`src/rtl/seq_divider_if.sv`:
```
// Request/response bundle for seq_divider: operands and start in, results, flags and status out.
interface seq_divider_if #(
    parameter int WIDTH = 32
);
    logic             start;
    logic             sgn;
    logic [WIDTH-1:0] dividend;
    logic [WIDTH-1:0] divisor;
    logic             busy;
    logic             done;
    logic [WIDTH-1:0] quotient;
    logic [WIDTH-1:0] remainder;
    logic             dz;
    logic             of;

    modport master (
        output start, sgn, dividend, divisor,
        input  busy, done, quotient, remainder, dz, of
    );

    modport slave (
        input  start, sgn, dividend, divisor,
        output busy, done, quotient, remainder, dz, of
    );
endinterface

```
`src/rtl/seq_divider.sv`:
```
// Radix-2 restoring divider, signed/unsigned; WIDTH+1 cycles start-to-done, 1 cycle on divide-by-zero/overflow.
// No backpressure: start is only taken while idle, results are held until the next accepted start.
module seq_divider #(
    parameter int WIDTH = 32
) (
    input  logic         clk,
    input  logic         rst,
    seq_divider_if.slave bus
);
    localparam int CW = (WIDTH > 2) ? $clog2(WIDTH) : 1;
    localparam logic [WIDTH-1:0] MIN_VAL = {1'b1, {(WIDTH-1){1'b0}}};

    typedef enum logic [1:0] {IDLE, CALC, FIX} state_t;

    state_t           state, state_nxt;
    logic [CW-1:0]    cnt;
    logic [WIDTH-1:0] rem_r, quo_r, dvs_mag;
    logic             neg_q, neg_r, exc_dz, exc_of;
    logic [WIDTH-1:0] quotient_r, remainder_r;
    logic             done_r, dz_r, of_r;

    logic             accept, last_iter;
    logic             dvd_neg_in, dvs_neg_in, dz_in, of_in;
    logic [WIDTH-1:0] dvd_mag_in, dvs_mag_in;
    logic [WIDTH:0]   trial;

    always_comb begin
        dvd_neg_in = bus.sgn & bus.dividend[WIDTH-1];
        dvs_neg_in = bus.sgn & bus.divisor[WIDTH-1];
        dvd_mag_in = dvd_neg_in ? -bus.dividend : bus.dividend;
        dvs_mag_in = dvs_neg_in ? -bus.divisor : bus.divisor;
        dz_in      = (bus.divisor == '0);
        of_in      = bus.sgn && (bus.dividend == MIN_VAL) && (bus.divisor == '1);
        // Shifted partial remainder is WIDTH+1 bits; bit WIDTH of the difference is the borrow.
        trial      = {rem_r, quo_r[WIDTH-1]} - {1'b0, dvs_mag};
        last_iter  = (cnt == CW'(WIDTH-1));
        accept     = 1'b0;
        state_nxt  = state;
        case (state)
            IDLE: if (bus.start) begin
                accept    = 1'b1;
                state_nxt = (dz_in || of_in) ? FIX : CALC;
            end
            CALC: if (last_iter) state_nxt = FIX;
            FIX:  state_nxt = IDLE;
            default: state_nxt = IDLE;
        endcase
    end

    always_ff @(posedge clk) begin
        if (rst) state <= IDLE;
        else     state <= state_nxt;
    end

    always_ff @(posedge clk) begin
        if (rst) begin
            cnt         <= '0;
            rem_r       <= '0;
            quo_r       <= '0;
            dvs_mag     <= '0;
            neg_q       <= 1'b0;
            neg_r       <= 1'b0;
            exc_dz      <= 1'b0;
            exc_of      <= 1'b0;
            quotient_r  <= '0;
            remainder_r <= '0;
            done_r      <= 1'b0;
            dz_r        <= 1'b0;
            of_r        <= 1'b0;
        end else begin
            done_r <= 1'b0;
            if (accept) begin
                cnt     <= '0;
                rem_r   <= '0;
                dvs_mag <= dvs_mag_in;
                neg_q   <= dvd_neg_in ^ dvs_neg_in;
                neg_r   <= dvd_neg_in;
                exc_dz  <= dz_in;
                exc_of  <= of_in;
                // Exceptions report the raw dividend, so keep it unconverted for them.
                quo_r   <= (dz_in || of_in) ? bus.dividend : dvd_mag_in;
            end else if (state == CALC) begin
                cnt <= cnt + 1'b1;
                if (!trial[WIDTH]) begin
                    rem_r <= trial[WIDTH-1:0];
                    quo_r <= {quo_r[WIDTH-2:0], 1'b1};
                end else begin
                    rem_r <= {rem_r[WIDTH-2:0], quo_r[WIDTH-1]};
                    quo_r <= {quo_r[WIDTH-2:0], 1'b0};
                end
            end else if (state == FIX) begin
                done_r <= 1'b1;
                dz_r   <= exc_dz;
                of_r   <= exc_of;
                if (exc_dz) begin
                    quotient_r  <= '1;
                    remainder_r <= quo_r;
                end else if (exc_of) begin
                    quotient_r  <= quo_r;
                    remainder_r <= '0;
                end else begin
                    quotient_r  <= neg_q ? -quo_r : quo_r;
                    remainder_r <= neg_r ? -rem_r : rem_r;
                end
            end
        end
    end

    assign bus.busy      = (state != IDLE);
    assign bus.done      = done_r;
    assign bus.quotient  = quotient_r;
    assign bus.remainder = remainder_r;
    assign bus.dz        = dz_r;
    assign bus.of        = of_r;
endmodule

```
`src/flat_wrapper.sv`:
```
// flat-port wrapper written by rule: the top's interface ports become plain ports
module seq_divider_flat 
#(
    parameter int WIDTH = 32
)
  (clk, rst, bus_start, bus_sgn, bus_dividend, bus_divisor, bus_busy, bus_done, bus_quotient, bus_remainder, bus_dz, bus_of);
  seq_divider_if #(.WIDTH(WIDTH)) bus_i ();
  input  logic clk;
  input  logic rst;
  input wire logic [$bits(bus_i.start)-1:0] bus_start;
  input wire logic [$bits(bus_i.sgn)-1:0] bus_sgn;
  input wire logic [$bits(bus_i.dividend)-1:0] bus_dividend;
  input wire logic [$bits(bus_i.divisor)-1:0] bus_divisor;
  output wire logic [$bits(bus_i.busy)-1:0] bus_busy;
  output wire logic [$bits(bus_i.done)-1:0] bus_done;
  output wire logic [$bits(bus_i.quotient)-1:0] bus_quotient;
  output wire logic [$bits(bus_i.remainder)-1:0] bus_remainder;
  output wire logic [$bits(bus_i.dz)-1:0] bus_dz;
  output wire logic [$bits(bus_i.of)-1:0] bus_of;
  assign bus_i.start = bus_start;
  assign bus_i.sgn = bus_sgn;
  assign bus_i.dividend = bus_dividend;
  assign bus_i.divisor = bus_divisor;
  assign bus_busy = bus_i.busy;
  assign bus_done = bus_i.done;
  assign bus_quotient = bus_i.quotient;
  assign bus_remainder = bus_i.remainder;
  assign bus_dz = bus_i.dz;
  assign bus_of = bus_i.of;
  seq_divider #(.WIDTH(WIDTH)) u_core (.clk(clk), .rst(rst), .bus(bus_i));
endmodule
```
`config.mk`:
```
export PLATFORM = sky130hd
export DESIGN_NAME = seq_divider_flat
export DESIGN_NICKNAME = d
export VERILOG_FILES = /design/src/rtl/seq_divider_if.sv /design/src/rtl/seq_divider.sv /design/src/flat_wrapper.sv
export SDC_FILE = /design/constraint.sdc
export NUM_CORES = 1
export LEC_CHECK = 0
export BUFFER_PORTS_ARGS = -buffer_cell sky130_fd_sc_hd__buf_2
export CORE_AREA = 2 2 183 185
export DETAILED_ROUTE_END_ITERATION = 12
export DIE_AREA = 0 0 185 187
export SLEW_MARGIN = 20
export SYNTH_ARGS = -nofsm -noshare
export SYNTH_HDL_FRONTEND = slang
export SYNTH_SLANG_ARGS = --single-unit
```
`constraint.sdc`:
```
create_clock -name clk -period 3.9 [get_ports clk]
set_clock_uncertainty 0.2 [all_clocks]
set_input_delay 0 -clock clk [delete_from_list [all_inputs] [get_ports clk]]
set_output_delay 0 -clock clk [all_outputs]
set_load 0.03 [all_outputs]
```
==> results.md <==
* Clock transition at the registers of the reported paths at 0.07 ns
* Unrepaired setup endpoints after global routing: no
* Root Buffer: clkbuf_16
* Placed Instance Area at between 0.01 and 0.015 mm^2
* Number of global-route vias before repair at ~10,000
* Placed insts at just under 2,000
* Post-synth ARST share at 0%
* Final period util at 94.93%
* Mux cell area share after synthesis at under 10%
* Seq cells post-synth at between 150 and 200
* CTS max path bufs at 2
* DIE AREA at between 0.03 and 0.04 mm^2
* CP arrival at about 3.8 ns
* Xor-xnor portion of the synthesized cell area at between 10% and 20%
* Post-DRT Antenna Nets at 0
* Total power at roughly 5200 uW
* Max VDD drop at slightly above 0.0003 V
* Crit path required time at ~4 ns
* Hold path startpoint: u_core.bus.dz
* Final WL at approximately 37,000 um
* Worst hold stages at 2
* FF-to-FF Start: u_core.quo_r[31]
* # clock sinks at 174
* Max Slew Vio Count at 0
* Total number of vias at 11,480
* Worst Hold End: u_core.bus.dz
* Post-synthesis sequential area ratio at a little under a third
* Final global-route overflow total at 0
* First-pass detailed-route iteration total at 5
* EDFF count, synth at 0
* Finished Layout Cells at 2,105
* GP Congestion at approximately 0.89
* First-pass GRT wire length at 57,780 um
* Initial cell density of the core at 34.13%
* Die X at approximately 190 um
* Post-CTS Setup Bufs at 0
* R2r endpoint: u_core.rem_r[0]
* Final hold vios at 0
* Mapped Area at ~0.011 mm^2
* Area growth syn-to-layout at 24.73%
* Initial DRC Count at 866
* P_leak at 0.005576 uW
* Synth Instances at 1,449
* Post-route cell area at 0.01399 mm^2
* DP Wirelength at between 20,000 and 30,000 um
* Wirelength per Cell at about 18 um
* IO buf count at between 100 and 150
* Setup tns final at 0 ns
* Synth cell types at slightly above 60
* Slew at the pin closest to its max-slew limit at between 1 and 1.5 ns
* Most used flip-flop cell after synthesis: dfxtp_1
* R2R Setup Slk at ~0.27 ns
* Fraction of layout cells with a size suffix above 1 at a little over an eighth
* Tot GR Track Use at between 20% and 30%
* Antenna violations before repair at 0
* Htree depth at 4
* P per Cell Area at approximately 370 mW/mm^2
* Worst-skew pair later-pin latency at around 0.44 ns
* CP max FO at 24
* CTS Buf Count at 17
* Yosys Warn Count at 0
* Die height at approximately 190 um
* Endpoints failing setup at 0
* Post-synthesis compound-gate area fraction at about a quarter
* # fillers at roughly 3,400
* Critical path class: input port to flip-flop
* Simple-Gate Fraction of Synth Area at 21.39%
* Max_cap viols at 0
* Crit path launch type: input port
* # diodes at 0
* Post-Synth Adder-Cell Area at roughly 4.5%
* # rows at 67
* Hold/Removal Path Class: flip-flop to flip-flop
* CORE AREA at 0.03286 mm^2
* Pin count of the biggest net entering global routing at 92
* Final min period at 3.702 ns
* FF-to-FF path depth at 13
* # nets final at between 1,500 and 2,000
* Num ports at between 100 and 150
* Vias/cell at ~5.5
* Critical path endpoint category: flip-flop
* Achievable Freq at between 200 and 300 MHz
* Avg Inst Size Synth at just under 8 um^2
* DRC at 0
* Synth Net Count at 1,557
* Worst slew margin at approximately 30%
* Main combinational cell family by area after synthesis: compound AO/OA/AOI/OAI gates
* TritonCTS clock tree: yes
* Status: completed
==> how the worst max path moves through the flow <==
stage	startpoint	to	slack (ns)	cells after the start
after global placement	u_core.quo_r[31]	u_core.rem_r[1]	0.36	13
after floorplan	u_core.quo_r[31]	u_core.rem_r[2]	0.48	13
after global routing	bus_divisor[6]	u_core.quo_r[19]	0.02	12
after detailed placement	u_core.quo_r[31]	u_core.rem_r[0]	0.30	13
final	bus_divisor[6]	u_core.quo_r[6]	0.20	12
after CTS	bus_divisor[6]	u_core.quo_r[19]	0.07	12
==> metal layers <==
metal	GRT usage [%]	wire length [um]	vias up
li1	-	-	5672
met1	31.64	18400	5367
met2	30.42	15430	384
met3	2.940	2135	57
met4	6.929	1047	0
met5	0	0	-
==> cells in the mapped netlist, drive strengths merged, types with 6 or more instances <==
library cell  count  area (um^2)
dfxtp           174         3483
a21oi           142        714.4
nor2            136        510.5
nand2            97        364.1
clkbuf           80        300.3
xor2             79        691.9
o21ai            76        380.4
xnor2            63        559.3
inv              52        195.2
a211oi           51        382.9
and3             50        312.8
nor3             47        235.2
o22ai            46        287.8
ha               39        488.0
nand3            31        155.2
a31oi            25        156.4
mux2i            22        220.2
o31ai            20        150.1
nand2b           19        121.4
nor4             19        118.9
or3              19        123.9
or4              17        135.1
buf              16        100.1
nand4            14        87.58
a311oi           13        113.9
nor2b            12        75.07
o41ai            12        112.6
a21o              9        67.56
a22oi             9        67.56
and2              9        56.30
o211ai            6        45.04
==> stage by stage <==
step                utilization, %  hold WS, ns  setup WS, ns
floorplan                        -     -0.06403        0.4785
global placement             37.52       0.1303        0.3574
detailed placement           37.53       0.1374        0.3047
CTS                          42.51       0.2375       0.06739
global route                 42.57       0.2845       0.01989
finish                       42.57       0.2570        0.1976
==> cell type report <==
cell class / count / area [um^2] / share of cell area (%)
repair buffers: 272 / 1997 / 14.28
flip-flops and latches: 174 / 3483 / 24.90
well taps: 448 / 560.5 / 4.007
multi-input cells: 1127 / 7177 / 51.31
clock buffers: 20 / 456.7 / 3.265
inverters: 52 / 195.2 / 1.395
clock inverters: 12 / 118.9 / 0.8497
==> worst max-delay path: stages <==
cell and delay (ns):
dlygate4sd3_1 0.54, buf_2 0.16, or4_4 0.56, or3_4 0.37, or4_4 0.48, o311a_4 0.45, nand2b_4 0.25, a31oi_1 0.09
xor2_1 0.15, dlygate4sd3_1 0.56, nand2_1 0.08, a31oi_1 0.08
==> cell usage in the layout (no fill, tap or decap), types with 11 or more instances in the layout <==
cell and n:
clkbuf_16 17, o31ai_1 20, xnor2_1 62, nand2_1 97
dlygate4sd3_1 106, o41ai_1 11, nor3_1 47, ha_1 39
or3_1 18, nand2b_1 18, mux2i_1 22, xor2_1 79
a31oi_1 25, or4_1 15, a21oi_1 141, nor4_1 18
dfxtp_1 174, and3_1 50, a311oi_1 13, nand3_1 31
nor2_1 135, nand4_1 14, buf_2 134, o22ai_1 46
inv_1 52, o21ai_0 76, a211oi_1 51, buf_4 30
==> flip-flops by register name, summed over array words and instances (netlist names), 2 cells and up <==
name	cells
u_core.dvs_mag	32
u_core.rem_r	32
u_core.bus.remainder	32
u_core.bus.quotient	32
u_core.cnt	5
u_core.quo_r	32
u_core.state	2
==> repair_timing <==
item | CTS | global route
hold buffers | 106 | 0
hold endpoints to repair | 71 | 0
resized for setup | 0 | 3
setup endpoints to repair | 0 | 9
==> where the power goes <==
part	total [uW]	internal [uW]	leakage, uW	switching [uW]
sequential	1990	1860	0.00142	129
combinational	1550	671	0.00388	875
clock	1690	881	0.000281	804
total	5220	3410	0.00558	1810
==> logic make-up (layout without fill, tap and decap cells) <==
| family | Yosys count | count (layout) |
|---|---|---|
| AND/OR/NAND/NOR | 483 | 483 |
| AO/OA/AOI/OAI | 440 | 440 |
| flip-flops | 174 | 174 |
| buffers and inverters | 148 | 356 |
| XOR/XNOR | 142 | 142 |
| adder cells (fa/ha/maj) | 40 | 40 |
| multiplexers | 22 | 22 |
Power figures use the tool's default switching activity.
